--- config.mk ---
export PLATFORM = sky130hd
export DESIGN_NAME = truth_table_scanner
export DESIGN_NICKNAME = d
export VERILOG_FILES = /design/src/rtl/truth_table_scanner_pkg.sv /design/src/rtl/truth_table_scanner.sv
export SDC_FILE = /design/constraint.sdc
export NUM_CORES = 1
export LEC_CHECK = 0
export CAP_MARGIN = 20
export CORE_UTILIZATION = 54
export CTS_BUF_LIST = sky130_fd_sc_hd__clkbuf_8
export DETAILED_ROUTE_END_ITERATION = 12
export PLACE_DENSITY = 0.82
export SYNTH_ARGS = -nofsm -noshare
export SYNTH_HDL_FRONTEND = slang
export SYNTH_SLANG_ARGS = --single-unit
--- constraint.sdc ---
create_clock -name clk -period 2.4 [get_ports clk]
set_clock_uncertainty 0.05 [all_clocks]
set_input_delay 0.48 -clock clk [delete_from_list [all_inputs] [get_ports clk]]
set_output_delay 0.48 -clock clk [all_outputs]
set_load 0.05 [all_outputs]
--- src/rtl/truth_table_scanner_pkg.sv ---
// Shared constants for the truth-table scanner: FSM encodings and table width.
// The package is imported by both the RTL and the bench.
package truth_table_scanner_pkg;

  localparam int TABLE_W = 16;

  localparam logic [1:0] ST_IDLE   = 2'd0;
  localparam logic [1:0] ST_SETTLE = 2'd1;
  localparam logic [1:0] ST_DONE   = 2'd2;

endpackage

--- src/rtl/truth_table_scanner.sv ---
// Exhaustive stimulus sequencer for a 4-input combinational block: drives W through
// 0..15, samples f after a settle time, and assembles the truth table and minterm count.
module truth_table_scanner
  import truth_table_scanner_pkg::*;
#(
  parameter int SETTLE_CYCLES = 2
) (
  input  logic               clk,
  input  logic               rst_n,
  input  logic               start,
  input  logic               f_in,
  output logic [0:3]         w_out,
  output logic               busy,
  output logic               done,
  output logic               table_valid,
  output logic [TABLE_W-1:0] table_out,
  output logic [4:0]         ones_count,
  output logic [1:0]         state_dbg
);

  // Handshake: start is a level request sampled only on IDLE edges (ignored
  // otherwise, never queued); done is a one-cycle strobe, after which
  // table_out/ones_count stay stable with table_valid high until the next start.

  localparam logic [3:0] SETTLE_LAST = 4'(SETTLE_CYCLES);

  logic [1:0] state;
  logic [3:0] settle_cnt;

  assign busy      = (state == ST_SETTLE);
  assign done      = (state == ST_DONE);
  assign state_dbg = state;

  always_ff @(posedge clk or negedge rst_n) begin
    if (!rst_n) begin
      state       <= ST_IDLE;
      w_out       <= 4'd0;
      settle_cnt  <= 4'd0;
      table_out   <= '0;
      ones_count  <= 5'd0;
      table_valid <= 1'b0;
    end else begin
      case (state)
        ST_IDLE: begin
          if (start) begin
            state       <= ST_SETTLE;
            w_out       <= 4'd0;
            settle_cnt  <= 4'd0;
            table_out   <= '0;
            ones_count  <= 5'd0;
            table_valid <= 1'b0;
          end
        end
        ST_SETTLE: begin
          if (settle_cnt != SETTLE_LAST) begin
            settle_cnt <= settle_cnt + 4'd1;
          end else begin
            // Terminal edge of this code: the only place f_in is observed.
            table_out[w_out] <= f_in;
            ones_count       <= ones_count + {4'd0, f_in};
            settle_cnt       <= 4'd0;
            if (w_out == 4'd15) begin
              state       <= ST_DONE;
              table_valid <= 1'b1;
            end else begin
              w_out <= w_out + 4'd1;
            end
          end
        end
        ST_DONE: begin
          state <= ST_IDLE;
        end
        default: begin
          state <= ST_IDLE;
        end
      endcase
    end
  end

endmodule
==> results by group, run 1 <==
Yosys
  – FF+latch count, synth: 32
  – Commonest cells in the netlist: dfrtp_1, nand2_1, mux2i_1, nand3_1
  – Asr flop ratio synth: 100.0%
  – Share of the synthesized area in the top cell type: 44.32%
  – Distinct cells, synth: 41
  – Proportion of synthesized chip area in sequential cells: 44.32%
  – Post-synth top flop: dfrtp_1
  – Post-synth EDFFs: 0
  – Area leader, netlist: dfrtp_1
  – Synthesized Nets: 186
  – Top cells by area, synth: dfrtp_1, mux2i_1, ha_1
  – Ys Warns: 0
  – Syn Area/Cell: 10.38 µm²
  – Most common cell in the synthesized netlist: dfrtp_1
  – Synthesized cell area: 1807 µm²
  – Post-synthesis instance total: 174

Hold path
  – Hold path start: table_valid$_DFFE_PN0P_
  – Hold Path Class: flop to flop

Worst setup path
  – Critical Path RT: 1.87 ns
  – Delay-heaviest family, CP: buffers and inverters
  – Crit path capture type: primary output
  – R2R Setup Slk: 0.50 ns
  – Ordered list of cells on the worst path: clkdlybuf4s50_1
  – CP bufs+invs: 1
  – Worst r2r src: settle_cnt[0]$_DFFE_PN0P_
  – CP peak stage delay: 0.88 ns
  – Max FO, Critical Path: 13
  – Slowest-stage cell, CP: clkdlybuf4s50_1
  – CP startpoint kind: flop
  – Worst Setup SP: w_out[1]$_DFFE_PN0P_
  – CP arrival: 1.75 ns
  – WS Path Type: flop to primary output

Pwr
  – Internal: 1.484 mW
  – Switching Share: 46.93%
  – Leakage: 1.044 nW
  – Sequential power share: 30.7%
  – Power per cell area: 1229 nW/µm²
  – Maximum vdd drop: 688.4 µV
  – Sw Pwr: 1.312 mW
  – Comb pwr share: 54.3%
  – Clock power frac: 15.0%

Floorplan
  – I/O pins: 34
  – Core region area: 3103 µm²
  – Die area: 3581 µm²
  – Num rows: 20
  – DIE HEIGHT: 59.84 µm
  – Die Wd: 59.84 µm
  – Starting Density: 58.23%

Clocking
  – Post-CTS resize count: 0
  – TritonCTS clock tree: done
  – Clk slew on worst S/H paths: 0.06 ns
  – Setup Fix Bufs, Post-CTS: 0
  – # clock sinks: 32
  – Maximum clock insertion buffer count: 2
  – Clk_lat worst skew: 0.29 ns
  – CTS Hold Buffers Added: 0
  – TritonCTS Buffers: 5
  – Root Buffer: clkbuf_8
  – H-tree lvl count: 2

Routing
  – Vias: 1502
  – WL/cell: 16.02 µm
  – Routed wire length: 4.101 mm
  – 1st-iter DRT viols: 69
  – Vias per cell: 5.867
  – Antenna violation net count after detailed routing: 0
  – Residual DRC: 0
  – Drt pass-1 iters: 4

Placed design
  – IO Port Bufs: 33
  – RePlAce Congestion: 0.8965
  – DP HPWL: 2.920 mm

GRT
  – Number of global-route vias before repair: 1528
  – Gr ovfl total: 0
  – M3 GR Usage: 7.576%
  – M1 GR Usage: 34.26%
  – First-pass GRT wire length: 7.134 mm
  – GR peak layer: met2
  – Initial antenna violation count: 0
  – All-Layer GR Usage: 27.00%
  – Met2 Usage GRT: 43.81%
  – Largest net degree at the start of global routing: 33

Finish
  – Antenna cell count: 0
  – Layout area overhead: 25.90%
  – Fill count: 257
  – Sequential Area: 800.8 µm²
  – Footprint of the multi-input gates: 917.1 µm²
  – Share of layout cells above drive strength 1: 12.26%
  – Final #Nets: 223

Timing
  – Final setup fails: 0
  – Worst Tran Pin Value: 0.5244 ns
  – Final Max Tran Viols: 0
  – Count of final hold-check violations: 0
  – Final min period: 2.276 ns
  – Final hold slack: 0.4511 ns
  – Slew margin rel.: 64.93%
  – Part of the cycle the worst path needs: 94.85%
  – RSZ-0062 raised after global routing: no
  – Maximum clock rate: 439.3 MHz
  – Setup TNS Final: 0 ns

Status
  – Status: finished clean

Job
  – Max_cap viols: 0
per-layer routing:
layer	vias to the layer above	share of wire (%)
met3	12	5.0
met5	-	0
li1	704	-
met1	742	42
met4	0	2.0
met2	44	51
power groups by stage:
stage                     clock network [mW]  logic, mW  registers [mW]
after floorplan                            0      0.687            1.24
after global placement                     0       1.46           0.848
after detailed placement                   0       1.51           0.866
after CTS                              0.430       1.52           0.857
after global routing                   0.447       1.63           0.884
final                                  0.419       1.52           0.859
placed cells by master (no fill, tap or decap):
cell | Yosys | routed
a21boi_0 | 1 | 1
a22o_2 | 1 | 1
a32o_1 | 2 | 2
a211o_1 | 4 | 4
o21ai_0 | 6 | 6
nor2_1 | 8 | 8
o211ai_1 | 2 | 2
nand2_1 | 22 | 22
o31ai_1 | 1 | 1
mux2i_1 | 16 | 16
o21bai_2 | 1 | 1
nor2b_1 | 2 | 2
buf_4 | 1 | 9
nor3_1 | 4 | 4
clkbuf_8 | 0 | 6
or3b_4 | 1 | 1
o2111ai_1 | 7 | 7
or4_1 | 1 | 1
and4bb_2 | 1 | 1
ha_1 | 8 | 8
dfrtp_1 | 32 | 32
inv_1 | 8 | 10
a2bb2oi_1 | 1 | 1
nand3_1 | 9 | 9
o21ai_2 | 1 | 1
nor4bb_1 | 3 | 3
or3b_1 | 1 | 1
a22o_1 | 3 | 3
nand2b_1 | 2 | 2
inv_2 | 1 | 1
o311ai_1 | 1 | 1
nor4b_1 | 1 | 1
and2b_1 | 1 | 1
and3_1 | 5 | 5
and4bb_4 | 1 | 1
nor3b_1 | 1 | 1
nand3b_1 | 1 | 1
nor4_4 | 1 | 1
mux2_2 | 3 | 3
clkdlybuf4s50_1 | 0 | 31
stage by stage:
| step | area [µm²] | utilization, % | std cells | setup WS, ns | power [mW] |
|---|---|---|---|---|---|
| floorplan | 1807 | - | 174 | 0.1758 | 1.932 |
| global placement | 2185 | 70.40 | 248 | 0.2347 | 2.308 |
| detailed placement | 2185 | 70.40 | 248 | 0.1432 | 2.375 |
| CTS | 2275 | 73.31 | 256 | 0.1375 | 2.807 |
| global route | 2275 | 73.31 | 256 | 0.06878 | 2.963 |
| finish | 2275 | 73.31 | 256 | 0.1235 | 2.796 |
layout make-up:
cell class | count | area share (%)
flip-flops and latches | 32 | 35.20
clock inverters | 2 | 0.3300
clock buffers | 6 | 3.630
repair buffers | 40 | 16.61
inverters | 9 | 1.485
well taps | 44 | 2.420
multi-input cells | 123 | 40.32
sequential cells by signal, indices dropped and copies added, names as in the netlist:
name,cells
state_dbg,2
w_out,4
table_out,16
table_valid,1
settle_cnt,4
ones_count,5
final timing paths:
path | end | cells after the start
min reg2reg | table_valid$_DFFE_PN0P_ | 2
min | table_valid$_DFFE_PN0P_ | 2
max reg2reg | w_out[0]$_DFFE_PN0P_ | 5
max | w_out[1] | 1
min in group asynchronous | table_out[7]$_DFFE_PN0P_ | 2
max in group asynchronous | table_valid$_DFFE_PN0P_ | 2
kinds of logic (layout without fill, tap and decap cells):
logic type / Yosys count / in the layout / share of synthesized area (%)
DFF: 32 / 32 / 44.32
muxes: 19 / 19 / 10.73
AOI/OAI and AO/OA: 31 / 31 / 13.85
adders and majority gates: 8 / 8 / 5.540
buffers and inverters: 19 / 57 / 4.917
and+or+nand+nor: 65 / 65 / 20.64
(Power assumes the default switching activity.)
==> run 2, diff against run 1 <==
--- a/config.mk
+++ b/config.mk
@@ -5,8 +5,9 @@
 export SDC_FILE = /design/constraint.sdc
 export NUM_CORES = 1
 export LEC_CHECK = 0
+export ABC_AREA = 1
 export CAP_MARGIN = 20
-export CORE_UTILIZATION = 54
+export CORE_UTILIZATION = 55
 export CTS_BUF_LIST = sky130_fd_sc_hd__clkbuf_8
 export DETAILED_ROUTE_END_ITERATION = 12
 export PLACE_DENSITY = 0.82
==> results by group, run 2 <==
GRT
  – Largest net degree at the start of global routing: 33
  – Number of global-route vias before repair: 1915
  – All-Layer GR Usage: 26.98%
  – First-pass GRT wire length: 8.335 mm
  – Gr ovfl total: 0
  – Initial antenna violation count: 0

Job
  – Max_cap viols: 0

Yosys
  – Most common cell in the synthesized netlist: nand2_1
  – FF+latch count, synth: 32
  – Distinct cells, synth: 27
  – Post-synth top flop: dfrtp_1
  – Proportion of synthesized chip area in sequential cells: 39.38%
  – Synthesized Nets: 278
  – Commonest cells in the netlist: nand2_1, nand3_1, dfrtp_1, nor2_1, nand4_1
  – Asr flop ratio synth: 100.0%
  – Syn Area/Cell: 7.644 µm²
  – Ys Warns: 0
  – Synthesized cell area: 2033 µm²
  – Top cells by area, synth: dfrtp_1, nand3_1, nand2_1
  – Post-synthesis instance total: 266
  – Post-synth EDFFs: 0
  – Share of the synthesized area in the top cell type: 39.38%
  – Area leader, netlist: dfrtp_1

Clocking
  – Clk_lat worst skew: 0.29 ns
  – TritonCTS clock tree: done
  – Clk slew on worst S/H paths: 0.06 ns
  – Root Buffer: clkbuf_8
  – Post-CTS resize count: 0
  – H-tree lvl count: 2
  – CTS Hold Buffers Added: 0
  – Setup Fix Bufs, Post-CTS: 0
  – Maximum clock insertion buffer count: 2
  – TritonCTS Buffers: 5
  – # clock sinks: 32

Finish
  – Max FFs per register: 16
  – Footprint of the multi-input gates: 1070 µm²
  – Largest regs: table_out (16), ones_count (5)
  – Layout area overhead: 20.06%
  – Biggest register: table_out
  – Commonest cells after routing, fill and taps aside: nand2_1, nand3_1, clkdlybuf4s50_1, dfrtp_1, nor2_1
  – Antenna cell count: 0
  – Share of layout cells above drive strength 1: 10.17%
  – Sequential Area: 800.8 µm²
  – Commonest non-fill, non-tap cell in the layout: nand2_1
  – Fill count: 271
  – Final #Nets: 306

Worst setup path
  – Worst r2r src: w_out[3]$_DFFE_PN0P_
  – R2R Setup Slk: 0.70 ns
  – Worst Setup EP: done
  – CP startpoint kind: flop
  – R2R depth: 6
  – WS Path Type: flop to primary output
  – Reg2Reg Capture Point: w_out[0]$_DFFE_PN0P_
  – CP arrival: 1.71 ns
  – Critical Path RT: 1.87 ns
  – Crit path capture type: primary output
  – Worst Setup SP: state_dbg[1]$_DFFE_PN0P_
  – Max FO, Critical Path: 4

Routing
  – WL/cell: 13.56 µm
  – 1st-iter DRT viols: 164
  – Residual DRC: 0
  – Vias per cell: 5.551
  – Antenna violation net count after detailed routing: 0
  – Drt pass-1 iters: 4
  – Vias: 1893
  – Routed wire length: 4.625 mm

Timing
  – Slew margin rel.: 63.20%
  – Setup TNS Final: 0 ns
  – Final Max Tran Viols: 0
  – Worst Tran Pin Value: 0.5478 ns
  – Part of the cycle the worst path needs: 93.13%
  – Final setup fails: 0
  – Post-route setup slack: 0.1648 ns
  – RSZ-0062 raised after global routing: no
  – Final min period: 2.235 ns
  – Count of final hold-check violations: 0
  – Maximum clock rate: 447.4 MHz

Placed design
  – RePlAce Congestion: 0.8054
  – IO Port Bufs: 33
  – DP HPWL: 3.103 mm
  – Pre-CTS setup slack: 0.4648 ns

Floorplan
  – I/O pins: 34
  – Starting Density: 59.07%
  – Num rows: 21
  – DIE HEIGHT: 62.80 µm
  – Die Wd: 62.80 µm
  – Core region area: 3442 µm²
  – Die area: 3944 µm²

Pwr
  – Maximum vdd drop: 946.4 µV
  – Comb pwr share: 55.2%
  – Switching Share: 50.60%
  – Power per cell area: 1148 nW/µm²
  – Leakage: 1.228 nW
  – Clock power frac: 15.2%
  – Internal: 1.384 mW
  – Sw Pwr: 1.418 mW
  – Sequential power share: 29.6%

Hold path
  – Hold Path Class: flop to flop

Status
  – Status: finished clean
## run 2: changes by cell type in the layout (fill, tap and decap cells not counted), sizes merged, moves of 3 or more
| cell | previous run | this run |
|---|---|---|
| a211o | 4 | 0 |
| a22o | 4 | 0 |
| and3 | 5 | 0 |
| buf | 9 | 6 |
| mux2 | 3 | 0 |
| mux2i | 16 | 0 |
| nand2 | 22 | 85 |
| nand3 | 9 | 66 |
| nand4 | 0 | 13 |
| nor2 | 8 | 21 |
| nor3 | 4 | 1 |
| nor4bb | 3 | 0 |
| o2111ai | 7 | 0 |
## run 2: worst min path at each step
| stage | from | end | slack, ns | depth (start not counted) |
|---|---|---|---|---|
| global route | table_out[10]$_DFFE_PN0P_ | table_out[10]$_DFFE_PN0P_ | 0.45 | 2 |
| detailed placement | table_out[8]$_DFFE_PN0P_ | table_out[8]$_DFFE_PN0P_ | 0.42 | 2 |
| global placement | table_out[5]$_DFFE_PN0P_ | table_out[5]$_DFFE_PN0P_ | 0.41 | 2 |
| CTS | table_out[0]$_DFFE_PN0P_ | table_out[0]$_DFFE_PN0P_ | 0.43 | 2 |
| floorplan | rst_n | ones_count[0]$_DFFE_PN0P_ | 0.13 | 0 |
| finish | table_out[0]$_DFFE_PN0P_ | table_out[0]$_DFFE_PN0P_ | 0.43 | 2 |
## run 2: cell families (layout without fill, tap and decap cells)
family / after synthesis / count (layout) / synth area share (%)
DFF: 32 / 32 / 39.38
adders and majority gates: 8 / 8 / 4.923
AOI/OAI and AO/OA: 8 / 8 / 2.031
xor gates and xnor gates: 2 / 2 / 0.8617
and+or+nand+nor: 187 / 187 / 44.80
buffers and inverters: 29 / 58 / 7.999
## run 2: final cells by class
| cell class | count | share of cell area, % |
|---|---|---|
| Tap cell | 46 | 2.358 |
| Multi-Input combinational cell | 205 | 43.82 |
| Timing Repair Buffer | 38 | 15.48 |
| Inverter | 12 | 1.845 |
| Clock inverter | 2 | 0.3075 |
| Clock buffer | 6 | 3.383 |
| Sequential cell | 32 | 32.80 |
## run 2: power groups by stage
| stage | Sequential (mW) | Clock (mW) | Combinational, mW |
|---|---|---|---|
| 6_report | 0.829 | 0.426 | 1.55 |
| 3_5_place_dp | 0.835 | 0 | 1.54 |
| 4_1_cts | 0.828 | 0.435 | 1.54 |
| 3_3_place_gp | 0.832 | 0 | 1.50 |
| 5_1_grt | 0.849 | 0.460 | 1.69 |
| 2_1_floorplan | 1.17 | 0 | 0.805 |
## run 2: stage by stage
step / cell area [µm²] / cells / power, mW / hold slack, ns / util, %
2_1_floorplan: 2033 / 266 / 1.973 / 0.1344 / -
3_3_place_gp: 2351 / 333 / 2.331 / 0.4149 / 68.30
3_5_place_dp: 2351 / 333 / 2.372 / 0.4159 / 68.30
4_1_cts: 2441 / 341 / 2.807 / 0.4326 / 70.92
5_1_grt: 2441 / 341 / 3.004 / 0.4470 / 70.92
6_report: 2441 / 341 / 2.802 / 0.4293 / 70.92
## run 2: metal layers
metal	share of wire (%)	global-route usage [%]	vias up	wire, µm
met1	44	34.31	879	2030
met5	0	0	-	0
li1	-	-	945	-
met4	1.9	13.37	0	86
met2	48	42.39	61	2233
met3	5.9	6.934	8	274
## run 2: critical path: stages (launching register included)
cell	delay (ns)
dfrtp_1	0.42
inv_2	0.10
nor2_1	0.09
clkdlybuf4s50_1	0.80
==> run 3, diff against run 2 <==
--- a/config.mk
+++ b/config.mk
@@ -7,10 +7,10 @@
 export LEC_CHECK = 0
 export ABC_AREA = 1
 export CAP_MARGIN = 20
-export CORE_UTILIZATION = 55
+export CORE_UTILIZATION = 40
 export CTS_BUF_LIST = sky130_fd_sc_hd__clkbuf_8
 export DETAILED_ROUTE_END_ITERATION = 12
-export PLACE_DENSITY = 0.82
+export PLACE_DENSITY = 0.63
 export SYNTH_ARGS = -nofsm -noshare
 export SYNTH_HDL_FRONTEND = slang
 export SYNTH_SLANG_ARGS = --single-unit
==> constraint.sdc (replaced) <==
create_clock -name clk -period 2.3 [get_ports clk]
set_clock_uncertainty 0.05 [all_clocks]
set_input_delay 0.46 -clock clk [delete_from_list [all_inputs] [get_ports clk]]
set_output_delay 0.46 -clock clk [all_outputs]
set_load 0.05 [all_outputs]
==> results by group, run 3 (synthesized netlist as in run 2, its figures left out) <==
Clocking
  – TritonCTS Buffers: 5
  – Maximum clock insertion buffer count: 2
  – TritonCTS clock tree: done
  – Clk_lat worst skew: 0.28 ns
  – # clock sinks: 32
  – Clk slew on worst S/H paths: 0.07 ns
  – H-tree lvl count: 2
  – Root Buffer: clkbuf_8

Hold path
  – Cells on Worst Hold Path: 2
  – Hold path start: table_out[2]$_DFFE_PN0P_
  – Worst Hold End: table_out[2]$_DFFE_PN0P_
  – Hold Path Class: flop to flop

Timing
  – Worst Tran Pin Value: 0.5865 ns
  – RSZ-0062 raised after global routing: no
  – Final min period: 2.103 ns
  – Part of the cycle the worst path needs: 91.42%
  – Setup TNS Final: 0 ns
  – Final hold slack: 0.4280 ns
  – Maximum clock rate: 475.6 MHz
  – Count of final hold-check violations: 0
  – Slew margin rel.: 60.90%
  – Final setup fails: 0
  – Final Max Tran Viols: 0

Finish
  – Antenna cell count: 0
  – Footprint of the multi-input gates: 1070 µm²
  – Commonest cells after routing, fill and taps aside: nand2_1, nand3_1, dfrtp_1
  – Fin cells: 361
  – Max FFs per register: 16
  – Commonest non-fill, non-tap cell in the layout: nand2_1
  – Sequential Area: 800.8 µm²
  – Final #Nets: 305
  – Fill count: 504
  – Layout area overhead: 20.98%
  – Largest regs: table_out (16), ones_count (5)
  – Biggest register: table_out
  – Share of layout cells above drive strength 1: 11.22%
  – Final instance area: 2460 µm²

Worst setup path
  – Worst r2r src: w_out[2]$_DFFE_PN0P_
  – Critical Path RT: 1.79 ns
  – WS Path Type: flop to primary output
  – Reg2Reg Capture Point: w_out[0]$_DFFE_PN0P_
  – R2R depth: 6
  – Crit path capture type: primary output
  – CP arrival: 1.59 ns
  – Max FO, Critical Path: 7
  – Worst Setup SP: ones_count[2]$_DFFE_PN0P_
  – Ordered list of cells on the worst path: clkdlybuf4s50_1
  – Delay-heaviest family, CP: buffers and inverters
  – CP bufs+invs: 1
  – CP peak stage delay: 0.85 ns
  – R2R Setup Slk: 0.60 ns
  – Slowest-stage cell, CP: clkdlybuf4s50_1
  – CP startpoint kind: flop

GRT
  – Initial antenna violation count: 0
  – Number of global-route vias before repair: 1703
  – Largest net degree at the start of global routing: 33
  – First-pass GRT wire length: 7.990 mm
  – Gr ovfl total: 0
  – All-Layer GR Usage: 19.37%

Floorplan
  – Num rows: 25
  – Starting Density: 42.21%
  – Die area: 5372 µm²
  – Core region area: 4817 µm²
  – Die Wd: 73.30 µm
  – I/O pins: 34
  – DIE HEIGHT: 73.30 µm

Pwr
  – Power per cell area: 1169 nW/µm²
  – Leakage: 1.241 nW
  – Maximum vdd drop: 572.1 µV
  – Total Power: 2.876 mW

Routing
  – Drt pass-1 iters: 4
  – Vias: 1815
  – 1st-iter DRT viols: 125
  – WL/cell: 12.55 µm
  – Antenna violation net count after detailed routing: 0
  – Residual DRC: 0
  – Vias per cell: 5.028
  – Routed wire length: 4.532 mm

Placed design
  – Placed Cells: 353
  – DP Area: 2365 µm²
  – IO Port Bufs: 33
  – RePlAce Congestion: 0.7754
  – DP HPWL: 3.101 mm

Job
  – Max_cap viols: 0

Status
  – Status: finished clean
==> run 3: cell types whose count changed in the layout (fill, tap and decap cells not counted), sizes merged <==
cell | before | now
dlymetal6s2s | 0 | 1
clkinv | 1 | 3
inv | 13 | 11
clkdlybuf4s50 | 32 | 29
buf | 6 | 7
==> run 3: per-layer routing <==
layer | up-vias | wire length [µm] | part of all wire (%) | GRT usage [%]
met1 | 838 | 2325 | 51 | 26.61
met5 | - | 0 | 0 | 0
met3 | 2 | 137 | 3.0 | 4.252
li1 | 937 | - | - | -
met4 | 0 | 15 | 0.33 | 4.487
met2 | 38 | 2053 | 45 | 31.28
==> run 3: worst register-to-register path, cell delays in order (launching register included) <==
cell and delay [ns]:
dfrtp_1 0.45, ha_1 0.40, nand3_1 0.28, nand3_2 0.22, nand2_1 0.08, nand2_1 0.06, nand2_1 0.04
==> run 3: power breakdown <==
part | leakage, nW | internal [mW] | switching [mW] | total, mW
registers | 0.406 | 0.707 | 0.228 | 0.935
logic | 0.784 | 0.478 | 1.02 | 1.50
clock network | 0.0510 | 0.238 | 0.207 | 0.445
==> run 3: area by class of cell <==
class / count / share of cell area [%]
sequential: 32 / 32.55
clock buffer: 6 / 3.357
timing repair buffer: 37 / 14.95
inverter: 12 / 1.831
tap: 67 / 3.408
multi-input combinational: 205 / 43.49
clock inverter: 2 / 0.4069
==> run 3: what timing repair did <==
item                                    4_1_cts  5_1_grt
resized for setup                             0        1
buffers inserted                              0        0
hold buffers                                  0        0
endpoints found under the setup margin        0        1
==> run 3: worst max-delay path by stage <==
stage	end	cells past startpoint
2_1_floorplan	done	2
3_3_place_gp	table_out[13]$_DFFE_PN0P_	6
3_5_place_dp	table_out[12]$_DFFE_PN0P_	6
4_1_cts	done	3
5_1_grt	ones_count[2]	1
6_report	ones_count[2]	1
==> run 3: through the flow <==
step	utilization, %	setup WS, ns
final	51.06	0.1973
after global routing	51.06	0.1379
after CTS	51.01	0.08181
after detailed placement	49.09	0.3606
after global placement	49.09	0.3181
after floorplan	-	0.2696
